$ cat src/rtl/fp_mult_if.sv
// fp_mult_if: operand/result valid-ready bundle for fp_mult_pipe.
// The slave modport is the multiplier side; master is the producer/consumer side.
interface fp_mult_if #(
   parameter int EXP_W = 8,
   parameter int MAN_W = 23
);
   localparam int W = 1 + EXP_W + MAN_W;

   logic         in_valid;
   logic         in_ready;
   logic [W-1:0] a;
   logic [W-1:0] b;
   logic         out_valid;
   logic         out_ready;
   logic [W-1:0] result;
   logic [3:0]   flags;

   modport master (
      output in_valid, a, b, out_ready,
      input  in_ready, out_valid, result, flags
   );

   modport slave (
      input  in_valid, a, b, out_ready,
      output in_ready, out_valid, result, flags
   );
endinterface

$ cat src/rtl/fp_mult_pipe.sv
// fp_mult_pipe: 3-stage floating-point multiplier (unpack, mantissa product, normalise/round/pack).
// Define FP_MULT_RNE_EN for round-to-nearest-even; otherwise results are truncated.
module fp_mult_pipe #(
   parameter int EXP_W = 8,
   parameter int MAN_W = 23
) (
   input logic      clk,
   input logic      rst_n,
   fp_mult_if.slave bus
);
   localparam int W  = 1 + EXP_W + MAN_W;
   localparam int PW = 2 * MAN_W + 2;
   localparam int XW = EXP_W + 2;
   localparam logic signed [XW-1:0] BIAS = XW'((1 << (EXP_W - 1)) - 1);
   localparam logic signed [XW-1:0] EMAX = XW'((1 << EXP_W) - 1);
   localparam logic [W-1:0]         QNAN = {1'b0, {(W-1){1'b1}}};

   typedef enum logic [1:0] {CL_ZERO, CL_NORM, CL_INF, CL_NAN} fp_class_e;

   function automatic fp_class_e classify(input logic [EXP_W-1:0] e, input logic [MAN_W-1:0] m);
      fp_class_e c;
      c = CL_NORM;
      if (e == '0)
         c = CL_ZERO;
      else if (e == '1)
         c = (m == '0) ? CL_INF : CL_NAN;
      return c;
   endfunction

   logic en;

   // Stage 1: classify and unpack
   logic                    sa, sb;
   logic [EXP_W-1:0]        ea, eb;
   logic [MAN_W-1:0]        ma, mb;
   fp_class_e               ca, cb;
   logic                    spec1_d;
   logic [W-1:0]            res1_d;
   logic [3:0]              flg1_d;
   logic signed [XW-1:0]    exp1_d;

   logic                    v1_q, spec1_q, sign1_q;
   logic [W-1:0]            res1_q;
   logic [3:0]              flg1_q;
   logic signed [XW-1:0]    exp1_q;
   logic [MAN_W:0]          ma1_q, mb1_q;

   logic                    v2_q, spec2_q, sign2_q;
   logic [W-1:0]            res2_q;
   logic [3:0]              flg2_q;
   logic signed [XW-1:0]    exp2_q;
   logic [PW-1:0]           prod2_q;

   logic                    v3_q;
   logic [W-1:0]            res3_q, res3_d;
   logic [3:0]              flg3_q, flg3_d;

   assign {sa, ea, ma} = bus.a;
   assign {sb, eb, mb} = bus.b;
   assign ca = classify(ea, ma);
   assign cb = classify(eb, mb);
   assign exp1_d = $signed({2'b00, ea}) + $signed({2'b00, eb}) - BIAS;

   always_comb begin
      spec1_d = 1'b1;
      res1_d  = '0;
      flg1_d  = '0;
      if (ca == CL_NAN || cb == CL_NAN ||
          (ca == CL_ZERO && cb == CL_INF) || (ca == CL_INF && cb == CL_ZERO)) begin
         res1_d = QNAN;
         flg1_d = 4'b1000;
      end else if (ca == CL_INF || cb == CL_INF) begin
         res1_d = {sa ^ sb, {EXP_W{1'b1}}, {MAN_W{1'b0}}};
      end else if (ca == CL_ZERO || cb == CL_ZERO) begin
         res1_d = {sa ^ sb, {(W-1){1'b0}}};
      end else begin
         spec1_d = 1'b0;
      end
   end

   // Stage 3: normalise by at most one bit, round, then range-check the final exponent
   logic                    top, guard, sticky, inexact;
   logic [MAN_W-1:0]        frac, frac_r;
   logic signed [XW-1:0]    exp_n, exp_r;

   always_comb begin
      top     = prod2_q[PW-1];
      frac    = top ? prod2_q[PW-2 -: MAN_W] : prod2_q[PW-3 -: MAN_W];
      guard   = top ? prod2_q[MAN_W]         : prod2_q[MAN_W-1];
      sticky  = top ? |prod2_q[MAN_W-1:0]    : |prod2_q[MAN_W-2:0];
      inexact = guard | sticky;
      exp_n   = exp2_q + $signed({{(XW-1){1'b0}}, top});
`ifdef FP_MULT_RNE_EN
      begin : rne
         logic carry;
         {carry, frac_r} = {1'b0, frac} + {{MAN_W{1'b0}}, guard & (sticky | frac[0])};
         exp_r = exp_n + $signed({{(XW-1){1'b0}}, carry});
      end
`else
      frac_r = frac;
      exp_r  = exp_n;
`endif
      res3_d = {sign2_q, exp_r[EXP_W-1:0], frac_r};
      flg3_d = {3'b000, inexact};
      if (spec2_q) begin
         res3_d = res2_q;
         flg3_d = flg2_q;
      end else if (exp_r >= EMAX) begin
         res3_d = {sign2_q, {EXP_W{1'b1}}, {MAN_W{1'b0}}};
         flg3_d = 4'b0101;
      end else if (exp_r[XW-1] || exp_r == '0) begin
         res3_d = {sign2_q, {(W-1){1'b0}}};
         flg3_d = 4'b0011;
      end
   end

   // One shared enable: a stalled output freezes every stage, bubbles included
   assign en = !v3_q || bus.out_ready;

   always_ff @(posedge clk or negedge rst_n) begin
      if (!rst_n) begin
         v1_q    <= 1'b0;
         spec1_q <= 1'b0;
         sign1_q <= 1'b0;
         res1_q  <= '0;
         flg1_q  <= '0;
         exp1_q  <= '0;
         ma1_q   <= '0;
         mb1_q   <= '0;
         v2_q    <= 1'b0;
         spec2_q <= 1'b0;
         sign2_q <= 1'b0;
         res2_q  <= '0;
         flg2_q  <= '0;
         exp2_q  <= '0;
         prod2_q <= '0;
         v3_q    <= 1'b0;
         res3_q  <= '0;
         flg3_q  <= '0;
      end else if (en) begin
         v1_q    <= bus.in_valid;
         spec1_q <= spec1_d;
         sign1_q <= sa ^ sb;
         res1_q  <= res1_d;
         flg1_q  <= flg1_d;
         exp1_q  <= exp1_d;
         ma1_q   <= {1'b1, ma};
         mb1_q   <= {1'b1, mb};
         v2_q    <= v1_q;
         spec2_q <= spec1_q;
         sign2_q <= sign1_q;
         res2_q  <= res1_q;
         flg2_q  <= flg1_q;
         exp2_q  <= exp1_q;
         prod2_q <= PW'(ma1_q) * PW'(mb1_q);
         v3_q    <= v2_q;
         res3_q  <= res3_d;
         flg3_q  <= flg3_d;
      end
   end

   assign bus.in_ready  = en;
   assign bus.out_valid = v3_q;
   assign bus.result    = res3_q;
   assign bus.flags     = flg3_q;
endmodule

$ cat src/flat_wrapper.sv
// flat-port wrapper written by rule: the top's interface ports become plain ports
module fp_mult_pipe_flat 
#(
   parameter int EXP_W = 8,
   parameter int MAN_W = 23
)
  (clk, rst_n, bus_in_valid, bus_a, bus_b, bus_out_ready, bus_in_ready, bus_out_valid, bus_result, bus_flags);
  fp_mult_if #(.EXP_W(EXP_W), .MAN_W(MAN_W)) bus_i ();
  input logic clk;
  input logic rst_n;
  input wire logic [$bits(bus_i.in_valid)-1:0] bus_in_valid;
  input wire logic [$bits(bus_i.a)-1:0] bus_a;
  input wire logic [$bits(bus_i.b)-1:0] bus_b;
  input wire logic [$bits(bus_i.out_ready)-1:0] bus_out_ready;
  output wire logic [$bits(bus_i.in_ready)-1:0] bus_in_ready;
  output wire logic [$bits(bus_i.out_valid)-1:0] bus_out_valid;
  output wire logic [$bits(bus_i.result)-1:0] bus_result;
  output wire logic [$bits(bus_i.flags)-1:0] bus_flags;
  assign bus_i.in_valid = bus_in_valid;
  assign bus_i.a = bus_a;
  assign bus_i.b = bus_b;
  assign bus_i.out_ready = bus_out_ready;
  assign bus_in_ready = bus_i.in_ready;
  assign bus_out_valid = bus_i.out_valid;
  assign bus_result = bus_i.result;
  assign bus_flags = bus_i.flags;
  fp_mult_pipe #(.EXP_W(EXP_W), .MAN_W(MAN_W)) u_core (.clk(clk), .rst_n(rst_n), .bus(bus_i));
endmodule
$ cat config.mk
export PLATFORM = sky130hd
export DESIGN_NAME = fp_mult_pipe_flat
export DESIGN_NICKNAME = d
export VERILOG_FILES = /design/src/rtl/fp_mult_if.sv /design/src/rtl/fp_mult_pipe.sv /design/src/flat_wrapper.sv
export SDC_FILE = /design/constraint.sdc
export NUM_CORES = 2
export LEC_CHECK = 0
export CAP_MARGIN = 20
export CORE_MARGIN = 3
export CORE_UTILIZATION = 35
export CTS_CLUSTER_DIAMETER = 150
export DETAILED_ROUTE_END_ITERATION = 6
export PLACE_DENSITY = 0.65
export SLEW_MARGIN = 40
export SYNTH_ARGS = -nofsm -noshare
export SYNTH_HDL_FRONTEND = slang
export SYNTH_SLANG_ARGS = --single-unit
$ cat constraint.sdc
create_clock -name clk -period 6.34 [get_ports clk]
set_clock_uncertainty 0.2 [all_clocks]
set_input_delay 0.951 -clock clk [delete_from_list [all_inputs] [get_ports clk]]
set_output_delay 0.951 -clock clk [all_outputs]
set_load 0.01 [all_outputs]
=== Word level (Yosys, flattened, before mapping) ===
Index checks and enable logic that the tools add are counted.

* Output and inout port bits: 38
* Word-level logic and storage cells: 72
* Register bits: 231
* Input bits: 68

* $mul: 1
* Reductions and logical operators: 19
* Bitwise gates (word level): 2
* Mux-type cells: 22
* Order comparisons: 1
* $add $sub $neg: 3
* Equal/unequal tests: 6

{| class="wikitable"
|+ Operator list
! operator !! number
|-
| $mux 32 || 4
|-
| $mux 31 || 2
|-
| $mul 24x24->48 || 1
|-
| $logic_not 23->1 || 2
|-
| $mux 23 || 1
|-
| $reduce_or 23->1 || 1
|-
| $reduce_or 22->1 || 1
|-
| $eq 8x8->1 const B || 2
|-
| $logic_not 8->1 || 2
|-
| $mux 4 || 3
|-
| $add 10x2->10 || 1
|-
| $ge 10x9->1 const B || 1
|-
| $logic_not 10->1 || 1
|-
| $mux 2 || 5
|-
| $sub 10x8->10 const B || 1
|-
| $add 8x8->9 || 1
|-
| $eq 2x2->1 const B || 4
|-
| $logic_or 1x1->1 || 7
|-
| $mux 1 || 7
|-
| $logic_not 2->1 || 2
|-
| $logic_and 1x1->1 || 2
|-
| $logic_not 1->1 || 1
|-
| $or 1x1->1 || 1
|-
| $xor 1x1->1 || 1
|}

=== Logic depth before layout (Yosys ltp) ===
* Depth in word-level cells: 9
* Gate-level depth with buffers: 27
* Depth with buffers taken out: 25

=== Worst setup path before layout ===
No wires, ideal clock.

* Path kind: reg2reg
* Start point: reg u_core.mb1_q[3]
* End point: reg u_core.prod2_q[44]
* Data arrival time: 6.424 ns
* Slack: -0.416 ns
* Required time: 6.009 ns
* Stages on the path, launching flop included: 27
* Clock period less this slack: 6.756 ns
* Cell sequence: dfrtp_1 -> clkbuf_1 -> nand2_1 -> fa_1 -> inv_1 -> fa_1 -> inv_1 -> fa_1 -> inv_1 -> fa_1 -> inv_1 -> fa_1 -> inv_1 -> fa_1 -> inv_1 -> fa_1 -> inv_1 -> ha_1 -> o21a_1 -> o21ba_2 -> a21o_1 -> o311ai_4 -> o21bai_2 -> a311o_2 -> a211oi_2 -> xor2_1 -> o21ai_1

* Longest elaborated chain between the ends: 1

{| class="wikitable"
|+ RTL lines
! element !! RTL line !! text
|-
| start: declaration || fp_mult_pipe.sv:46 || <nowiki>logic [MAN_W:0] ma1_q, mb1_q;</nowiki>
|-
| start signal: assignment || fp_mult_pipe.sv:148 || <nowiki>mb1_q <= {1'b1, mb};</nowiki>
|-
| $mul 24x24->48 || fp_mult_pipe.sv:155 || <nowiki>prod2_q <= PW'(ma1_q) * PW'(mb1_q);</nowiki>
|-
| end signal: assignment || fp_mult_pipe.sv:155 ||
|-
| end: declaration || fp_mult_pipe.sv:52 || <nowiki>logic [PW-1:0] prod2_q;</nowiki>
|}

Every way passes these cells.
A chain may end at the register's enable or synchronous reset.

=== Worst setup path in the final report ===
* Start point: reg u_core.ma1_q[15]
* End point: reg u_core.prod2_q[38]

* Longest elaborated chain between the ends: 1

{| class="wikitable"
|+ RTL lines
! element !! RTL line !! text
|-
| start: declaration || fp_mult_pipe.sv:46 ||
|-
| start signal: assignment || fp_mult_pipe.sv:147 || <nowiki>ma1_q <= {1'b1, ma};</nowiki>
|-
| $mul 24x24->48 || fp_mult_pipe.sv:155 ||
|}

Every way passes these cells.

==> qor.yml <==
drt:
  drc: 0
  drtIter0Drc: 1188
  first_pass_iters: 5
  viasPerCell: 4.877
  wl_mm: 70.61
  vias: 20470
  wl_per_cell_um: 16.82
  ant_nets: 0
critical_path:
  worstPathArrival_ns: 7.01
  reg2regPathDepth: 25
  critical_path_buf_inv_count: 7
  slowest_delay_ns: 0.54
  path_delay_family: "adder cells"
  critPathMostFrequentCell: "fa_1"
  timing.rr.start: "u_core.ma1_q[15]"
  cp.required_ns: 6.48
  end_kind: "flop"
  cp-start-kind: "flop"
  r2r_end: "u_core.prod2_q[38]"
  path_class: "reg -> reg"
  rrSetupSlack_ns: -0.53
  cpMaxStageDelayCell: "fa_1"
  cp_max_fo: 4
sta:
  rsz0062_at_grt: "true"
  period_minus_slack_ns: 6.866
  slew_headroom_pct: 46.80
  finalSetupViolCount: 26
  layout_setup_ws_ns: -0.5264
  max_freq_mhz: 145.6
  drv_slew: 0
  worst_pin_slew_ns: 0.7981
  setup_tns_ns: -8.200
  finalCritPeriodShare_pct: 108.3
  hold_viol: 0
cells_and_area:
  drive_above_1_share_pct: 17.77
  fill_cells: 6830
  regArea_um2: 4129
  final_cells: 4197
  final_util_pct: 44.09
  multiInputGateArea_um2: 20500
  area_growth_pct: 23.52
  layout.nets: 3959
logic_synthesis:
  synth_area_um2: 26310
  synthArstFlopShare_pct: 100.0
  synth_enable_flop_cells: 0
  syn_inst: 2946
  synthesis.nets: 3682
  ys_seq_elements: 164
  syn_area_per_cell_um2: 8.930
  synth_cell_types: 60
  yosys_warnings: 0
  synth_flop_cell: "dfrtp_1"
  seq_area_frac_synth_pct: 15.60
clock_tree:
  cts.sinks: 164
  cts_tree: "built"
  clock_path_buffers: 2
  cts_buffers: 17
  clock_latency_ns: 0.49
  cts_root_buffer: "clkbuf_16"
  clk_pin_slew_worst_paths_ns: 0.07
  htree_levels: 4
global_route:
  first_global_vias: 21850
  gr-usage-met3_pct: 4.052
  grt_use_total_pct: 18.79
  grt-busiest-layer: "met2"
  grt_pass1_wl_mm: 117.4
  grt_max_degree: 167
  antenna_found_initial: 2
  use_met1_pct: 25.74
  overflow: 0
  use_met2_pct: 30.56
floorplan:
  start_util_pct: 35.69
  rows: 99
  core-area_um2: 73700
  die_w_um: 280.2
  chipHeight_um: 280.2
  pin_count: 106
  dieArea_um2: 78490
placement:
  port_buffers: 105
  dp_hpwl_mm: 57.29
  gp_congestion: 0.8990
  placed_cells: 4111
  dp_slack_ns: -0.7569
run_status:
  violations: "setup timing"
  status: "finished with violations"
hold_path:
  hold_path.class: "in -> async"
job:
  drv_cap: 0
logic make-up after synthesis:
group / Yosys count / share of synthesized area (%)
simple gates: 1038 / 18.64
buf+inv: 712 / 10.23
fa+ha+maj: 668 / 45.56
compound gates: 279 / 7.030
flops: 164 / 15.60
xor+xnor: 60 / 1.998
mux: 25 / 0.9512
flip-flops by register name (all words and copies together) (netlist names):
register / cells
u_core.bus.flags: 4
u_core.bus.out_valid: 1
u_core.bus.result: 32
u_core.exp1_q: 10
u_core.exp2_q: 10
u_core.ma1_q: 23
u_core.mb1_q: 24
u_core.prod2_q: 48
u_core.res1_q: 3
u_core.res2_q: 3
u_core.sign1_q: 1
u_core.sign2_q: 1
u_core.spec1_q: 1
u_core.spec2_q: 1
u_core.v1_q: 1
u_core.v2_q: 1
worst max-delay path by stage:
stage                     slack (ns)                 end              from  depth (start not counted)
after floorplan                -0.19  u_core.prod2_q[44]   u_core.mb1_q[3]                         26
after global placement         -0.74  u_core.prod2_q[43]   u_core.mb1_q[0]                         24
after detailed placement       -0.76  u_core.prod2_q[43]   u_core.mb1_q[0]                         25
after CTS                      -0.44  u_core.prod2_q[46]   u_core.ma1_q[8]                         24
after global routing           -0.72  u_core.prod2_q[44]   u_core.mb1_q[1]                         22
final                          -0.53  u_core.prod2_q[38]  u_core.ma1_q[15]                         25
layout by cell type (no fill, tap or decap), types with 6 or more instances in the layout:
cell / instances
a21o_1: 35
a21oi_1: 70
a21oi_2: 20
a221o_1: 8
a31oi_1: 6
and2_1: 287
and2_4: 14
and3_1: 10
buf_12: 39
buf_4: 231
buf_6: 29
clkbuf_16: 18
clkdlybuf4s50_1: 104
dfrtp_1: 144
dfrtp_2: 20
fa_1: 462
fa_2: 21
ha_1: 163
ha_4: 18
inv_1: 535
inv_2: 29
inv_6: 6
mux2i_1: 25
nand2_1: 544
nand2_2: 7
nand2_4: 7
nand2b_1: 6
nand3_1: 16
nand4_1: 16
nor2_1: 71
nor3_1: 10
nor4_1: 17
o21ai_0: 22
o21ai_1: 13
o21ai_2: 33
o21bai_1: 6
xnor2_1: 27
xnor2_2: 8
xor2_1: 23
cells in the mapped netlist, drive strengths merged, types with 8 or more instances:
cell type	count	area, µm²
o21bai	12	93.84
inv	564	2117
xnor2	36	315.3
nor2	75	284.0
nor4	20	125.1
o21ai	71	434.2
xor2	24	210.2
clkbuf	135	506.7
o31ai	8	60.06
dfrtp	164	4104
and3	11	68.82
ha	185	2315
and2	301	1886
nand3	18	90.09
fa	483	9669
nor3	14	70.07
nand4	16	100.1
mux2i	25	250.2
a21oi	94	470.5
a31oi	11	68.82
a221o	8	80.08
nand2	558	2097
buf	12	63.81
a21o	35	262.8
layer usage:
metal  wire (µm)  part of all wire (%)
met1       31220                    44
met3        4691                   6.6
met5          28                 0.040
met2       33270                    47
met4        1405                   2.0
layout make-up:
class | instances | share of cell area (%)
Antenna cell | 2 | 0.01540
Inverter | 565 | 6.534
Clock buffer | 17 | 1.309
Timing Repair Buffer | 405 | 12.07
Clock inverter | 15 | 0.5814
Multi-Input combinational cell | 2070 | 63.09
Tap cell | 959 | 3.693
Sequential cell | 164 | 12.71
worst reg2reg max path: cells and delay by family (launching register included):
kind / cells / cell delay, ns
xor gates and xnor gates: 1 / 0.26
and+or+nand+nor: 2 / 0.23
adders and majority gates: 8 / 3.74
DFF: 1 / 0.48
buffers and inverters: 7 / 0.45
AOI/OAI and AO/OA: 7 / 1.38
through the flow:
step | area (µm²) | hold WS [ns]
6_report | 32490 | 0.2396
5_1_grt | 32490 | 0.2832
4_1_cts | 31770 | 0.2570
3_5_place_dp | 30480 | 0.2564
3_3_place_gp | 30450 | 0.2481
2_1_floorplan | 26580 | 0.2300
what timing repair did:
item / 4_1_cts / 5_1_grt
setup buffers: 24 / 31
hold buffers: 0 / 0
pin swaps: 89 / 89
cloned: 1 / 1
gates resized for setup: 124 / 144
setup endpoints to repair: 29 / 33
Power is left out: the tool's default activity adds up to more than one toggle a clock period on the data nets, which glitch-free logic cannot reach.
==> RTL change 1 (same flow settings) <==
`EXP_W` is set to 8 in 3 places; all go to 7.
--- a/src/rtl/fp_mult_if.sv
+++ b/src/rtl/fp_mult_if.sv
@@ -1,7 +1,7 @@
 // fp_mult_if: operand/result valid-ready bundle for fp_mult_pipe.
 // The slave modport is the multiplier side; master is the producer/consumer side.
 interface fp_mult_if #(
-   parameter int EXP_W = 8,
+   parameter int EXP_W = 7,
    parameter int MAN_W = 23
 );
    localparam int W = 1 + EXP_W + MAN_W;
--- a/src/rtl/fp_mult_pipe.sv
+++ b/src/rtl/fp_mult_pipe.sv
@@ -1,7 +1,7 @@
 // fp_mult_pipe: 3-stage floating-point multiplier (unpack, mantissa product, normalise/round/pack).
 // Define FP_MULT_RNE_EN for round-to-nearest-even; otherwise results are truncated.
 module fp_mult_pipe #(
-   parameter int EXP_W = 8,
+   parameter int EXP_W = 7,
    parameter int MAN_W = 23
 ) (
    input logic      clk,
--- a/src/flat_wrapper.sv
+++ b/src/flat_wrapper.sv
@@ -1,7 +1,7 @@
 // flat-port wrapper written by rule: the top's interface ports become plain ports
 module fp_mult_pipe_flat 
 #(
-   parameter int EXP_W = 8,
+   parameter int EXP_W = 7,
    parameter int MAN_W = 23
 )
   (clk, rst_n, bus_in_valid, bus_a, bus_b, bus_out_ready, bus_in_ready, bus_out_valid, bus_result, bus_flags);
Interface: changed (resized bus_a, bus_b and bus_result); port bits go from 106 to 103. The function was not compared with the original's and may differ.
==> RTL change 1 against the original RTL <==
The flow still finishes with violations (setup timing). Sequential cell count is 3 lower. Synthesized area is 0.97% lower. Setup slack better by 0.13 ns. Design area is 0.52% lower. Routed wire length is 2.5% lower. Critical endpoint is now u_core.prod2_q[40]$_DFFE_PN0P_.
Power is left out: the tool's default activity adds up to more than one toggle a clock period on the data nets, which glitch-free logic cannot reach.
==> RTL change 1: results (changes against the original RTL) <==
[global_routing]
grt_util_met3_pct = 4.04  ; -0.014 points
grt_pass1_vias = 21700  ; -0.62%
use_met1_pct = 24.0  ; -1.8 points
grt_usage_pct = 18.3  ; -0.46 points
grt_util_met2_pct = 30.5  ; -0.040 points
grt_pass1_wl_um = 114000  ; -2.6%
grt_max_degree = 95  ; -43%

[detailed_routing]
met3_length_um = 4160  ; -11%
met1_length_um = 29900  ; -4.2%
firstDrtPassIters = 6  ; +1
wl_per_cell_um = 16.5  ; -2.2%
drt_iter0_drc = 1092  ; -8.1%
vias_per_cell = 4.82  ; -1.1%
wl_met2_um = 32700  ; -1.7%

[cts]
post-cts-setup-buffers = 36  ; +50%
clock-root-buffer = clkbuf_16
clk_latency_ns = 0.47  ; -0.02 ns
path_clk_slew_ns = 0.07  ; about the same
ctsResizeCount = 119  ; -4.0%

[synth]
synthCells = 2930  ; -0.54%
synth_common_cells = inv_1 (557), nand2_1 (537), fa_1 (483)
ys.flop_type = dfrtp_1
ys_types = 65  ; +8.3%
synth-seq-area-share_pct = 15.5  ; -0.14 points
syn-num-nets = 3663  ; -0.52%
synth.area.top_cells = fa_1 (37%), dfrtp_1 (15%), ha_1 (8.8%)
ys_warn_count = 0  ; unchanged

[cells_and_area]
fin_cells = 4183  ; -0.33%
final_util_pct = 44.1  ; about the same
nets = 3944  ; -0.38%
top_register = u_core.prod2_q
num_antenna_cells = 0  ; -2
fillers = 6945  ; +1.7%
drive_gt1_share_pct = 17.0  ; -0.77 points

[critical_path]
slowest_delay_ns = 0.57  ; +0.03 ns
worstPathMaxFanout = 12  ; +8
worstPathArrival_ns = 6.91  ; -0.10 ns
r2r_cells = 24  ; -4.0%
worstSetupStartpoint = u_core.ma1_q[9]$_DFFE_PN0P_

[placement]
dp_hpwl_um = 56200  ; -2.0%
io_buffers = 102  ; -2.9%
pre_cts_ws_ns = -0.653  ; +0.104 ns
dpl.cell_count = 4094  ; -0.41%
place_congestion = 0.883  ; -1.8%
dpl_cell_area_mm2 = 0.0303  ; -0.55%

[timing]
finalSetupViolCount = 24  ; -7.7%
worst_pin_slew_ns = 0.782  ; -0.0160 ns
finalWorstSetupSlack_ns = -0.395  ; +0.132 ns
fin_tns_setup_ns = -6.57  ; +1.63 ns

[status]
status = finished with violations
violations = setup timing

## RTL change 1: cell types whose count changed after synthesis, sizes merged, moves of 5 or more
| cell | before | now |
|---|---|---|
| a21oi | 94 | 110 |
| a221o | 8 | 1 |
| nor3 | 14 | 19 |
| clkbuf | 135 | 141 |
| nand3 | 18 | 30 |
| inv | 564 | 557 |
| nand2 | 558 | 537 |
| a21o | 35 | 24 |
| a31oi | 11 | 5 |
| and3 | 11 | 17 |
| and2 | 301 | 312 |
| nor2 | 75 | 70 |
## RTL change 1: kinds of logic (layout without fill, tap and decap cells)
| group | after synthesis | count (layout) | synth area share [%] |
|---|---|---|---|
| AND/OR/NAND/NOR | 1038 | 1038 | 19.0 |
| buffers and inverters | 706 | 1000 | 10.2 |
| flip-flops | 161 | 161 | 15.5 |
| adder cells (fa/ha/maj) | 667 | 667 | 46.0 |
| multiplexers | 28 | 28 | 1.08 |
| AO/OA/AOI/OAI | 274 | 274 | 6.46 |
| XOR/XNOR | 56 | 56 | 1.88 |
## RTL change 1: worst paths after layout
check                      slack [ns]                           endpoint
setup / recovery                -0.39     u_core.prod2_q[40]$_DFFE_PN0P_
hold / removal                   0.21  u_core.bus.result[17]$_DFFE_PN0P_
max in group asynchronous        4.58        u_core.mb1_q[9]$_DFFE_PN0P_
setup reg to reg                -0.39     u_core.prod2_q[40]$_DFFE_PN0P_
hold reg to reg                  0.27       u_core.exp1_q[1]$_DFFE_PN0P_
min in group clk                 0.27       u_core.exp1_q[1]$_DFFE_PN0P_
## RTL change 1: final cells by class
type                            instances  area, um^2  area share, %
Tap cell                              959        1200           3.71
Timing Repair Buffer                  411        4060           12.5
Sequential cell                       161        4050           12.5
Clock buffer                           17         425           1.32
Inverter                              557        2090           6.48
Clock inverter                         15         173          0.534
Multi-Input combinational cell       2063       20300           62.9
==> RTL change 2 (config.mk and constraints unchanged) <==
Made on the original files. Reset style: synchronous (`rst_n`), changed in one clocked block.
--- a/src/rtl/fp_mult_pipe.sv
+++ b/src/rtl/fp_mult_pipe.sv
@@ -117,7 +117,7 @@
    // One shared enable: a stalled output freezes every stage, bubbles included
    assign en = !v3_q || bus.out_ready;
 
-   always_ff @(posedge clk or negedge rst_n) begin
+   always_ff @(posedge clk) begin
       if (!rst_n) begin
          v1_q    <= 1'b0;
          spec1_q <= 1'b0;
Function: changed (Yosys sat finds a counterexample within 4 cycles, from zero or initial values and one cycle with rst_n low; the reset may be asserted at any time).
==> RTL change 2 against the original RTL <==
The flow still finishes with violations (setup timing). Synthesized cell count rose by 2.7%. Design area shrank 0.40%. Via count increased by 2.1%. First-iteration DRC count is 1.2% higher. Maximum frequency increased by 1.2%. Sequential cell count unchanged. Setup slack better by 0.080 ns. Non-clock buffer count up 28. Synthesized area is 1.8% lower. Routed wire length increased by 0.73%. Critical path type unchanged. Largest cell class unchanged. Highest routed layer unchanged.
Power is left out: it rests on default switching activity, and per cell area and clock period it moved more than threefold.
==> RTL change 2: results (changes against the original RTL) <==
[synth]
synth.area.top_cells = fa_1 (37%), dfxtp_1 (13%), ha_1 (9.0%)
synth_xor_area_share_pct = 1.80  ; -0.20 points
synthMuxAreaShare_pct = 1.05  ; +0.10 points
synth_compound_area_share_pct = 8.43  ; +1.4 points
ys_types = 64  ; +6.7%
ys.flop_type = dfxtp_1
syn-num-nets = 3763  ; +2.2%
synth_common_cells = inv_1 (571), nand2_1 (510), fa_1 (483)
synth-seq-area-share_pct = 12.7  ; -2.9 points

[placement]
dp_hpwl_um = 56700  ; -1.1%
place_congestion = 0.885  ; -1.6%
pre_cts_ws_ns = -0.710  ; +0.0471 ns
dpl_cell_area_mm2 = 0.0298  ; -2.2%

[cells_and_area]
nets = 4040  ; +2.0%
drive_gt1_share_pct = 19.5  ; +1.7 points
num_antenna_cells = 0  ; -2
fillers = 6863  ; +0.48%

[global_routing]
grt_pass1_vias = 21700  ; -0.48%
grt_usage_pct = 18.8  ; +0.041 points
grt_pass1_wl_um = 117000  ; -0.71%
grt_max_degree = 162  ; -3.0%
antenna_found_initial = 3  ; +1

[status]
status = finished with violations
violations = setup timing

[timing]
worst_pin_slew_ns = 0.778  ; -0.0205 ns
finalSetupViolCount = 25  ; -3.8%
finalWorstSetupSlack_ns = -0.446  ; +0.0805 ns
fin_tns_setup_ns = -6.47  ; +1.73 ns

[critical_path]
worstPathArrival_ns = 6.96  ; -0.05 ns
worstPathMaxFanout = 6  ; +2

[cts]
path_clk_slew_ns = 0.08

[min_path]
hp-class = flip-flop to flip-flop

[detailed_routing]
vias_per_cell = 4.90  ; +0.40%
wl_um = 71100  ; +0.73%

## RTL change 2: layer usage
layer	up-vias	global-route usage [%]	routed length, um
met5	-	0	37
met2	568	29.8	32100
met1	10400	26.5	32800
met3	94	4.21	4740
li1	9829	-	-
met4	6	3.90	1410
## RTL change 2: repair_timing
item / CTS / global route
hold buffers: 0 / 0
setup buffers: 35 / 18
resized for setup: 232 / 159
gates cloned: 1 / 0
pin swaps: 107 / 119
setup endpoints to repair: 32 / 33
## RTL change 2: kinds of logic after synthesis
group / Yosys count
adders and majority gates: 668
DFF: 164
muxes: 27
AOI/OAI and AO/OA: 360
xor gates and xnor gates: 53
buffers and inverters: 747
and+or+nand+nor: 1008
## RTL change 2: metrics by stage
stage                     utilization [%]  instances  hold WS [ns]
final                                44.7       4267         0.249
after global routing                 44.7       4267         0.271
after CTS                            43.6       4250         0.252
after detailed placement             41.2       4182         0.241
after global placement               41.2       4182         0.235
after floorplan                         -       3027         0.227
## RTL change 2: final timing paths
check / depth (start not counted) / to / slack, ns / startpoint
hold reg to reg: 2 / u_core.res2_q[30]$_SDFFE_PN0P_ / 0.25 / u_core.res2_q[30]$_SDFFE_PN0P_
setup / recovery: 23 / u_core.prod2_q[45]$_SDFFE_PN0P_ / -0.45 / u_core.mb1_q[2]$_SDFFE_PN0P_
hold / removal: 2 / u_core.res2_q[30]$_SDFFE_PN0P_ / 0.25 / u_core.res2_q[30]$_SDFFE_PN0P_
setup reg to reg: 23 / u_core.prod2_q[45]$_SDFFE_PN0P_ / -0.45 / u_core.mb1_q[2]$_SDFFE_PN0P_
## RTL change 2: critical path: stages (launching register included)
cell and delay (ns):
dfxtp_4 0.39, buf_6 0.14, and2_1 0.16, fa_1 0.50, fa_1 0.55, inv_1 0.05, fa_2 0.44, fa_1 0.57
inv_2 0.04, fa_2 0.43, fa_1 0.55, inv_2 0.04, fa_1 0.52, inv_2 0.05, ha_4 0.25, and4_4 0.17
buf_6 0.12, a31oi_4 0.19, nor2b_4 0.19, nand2_2 0.06, a221o_1 0.37, o211ai_1 0.27, o22ai_1 0.14, a211o_1 0.27
## RTL change 2: area by class of cell
type	count	area, um^2	area share (%)
Clock buffer	17	425	1.31
Clock inverter	15	176	0.545
Inverter	572	2150	6.65
Multi-Input combinational cell	2116	21000	64.8
Sequential cell	164	3400	10.5
Tap cell	950	1190	3.67
Timing Repair Buffer	433	4060	12.6
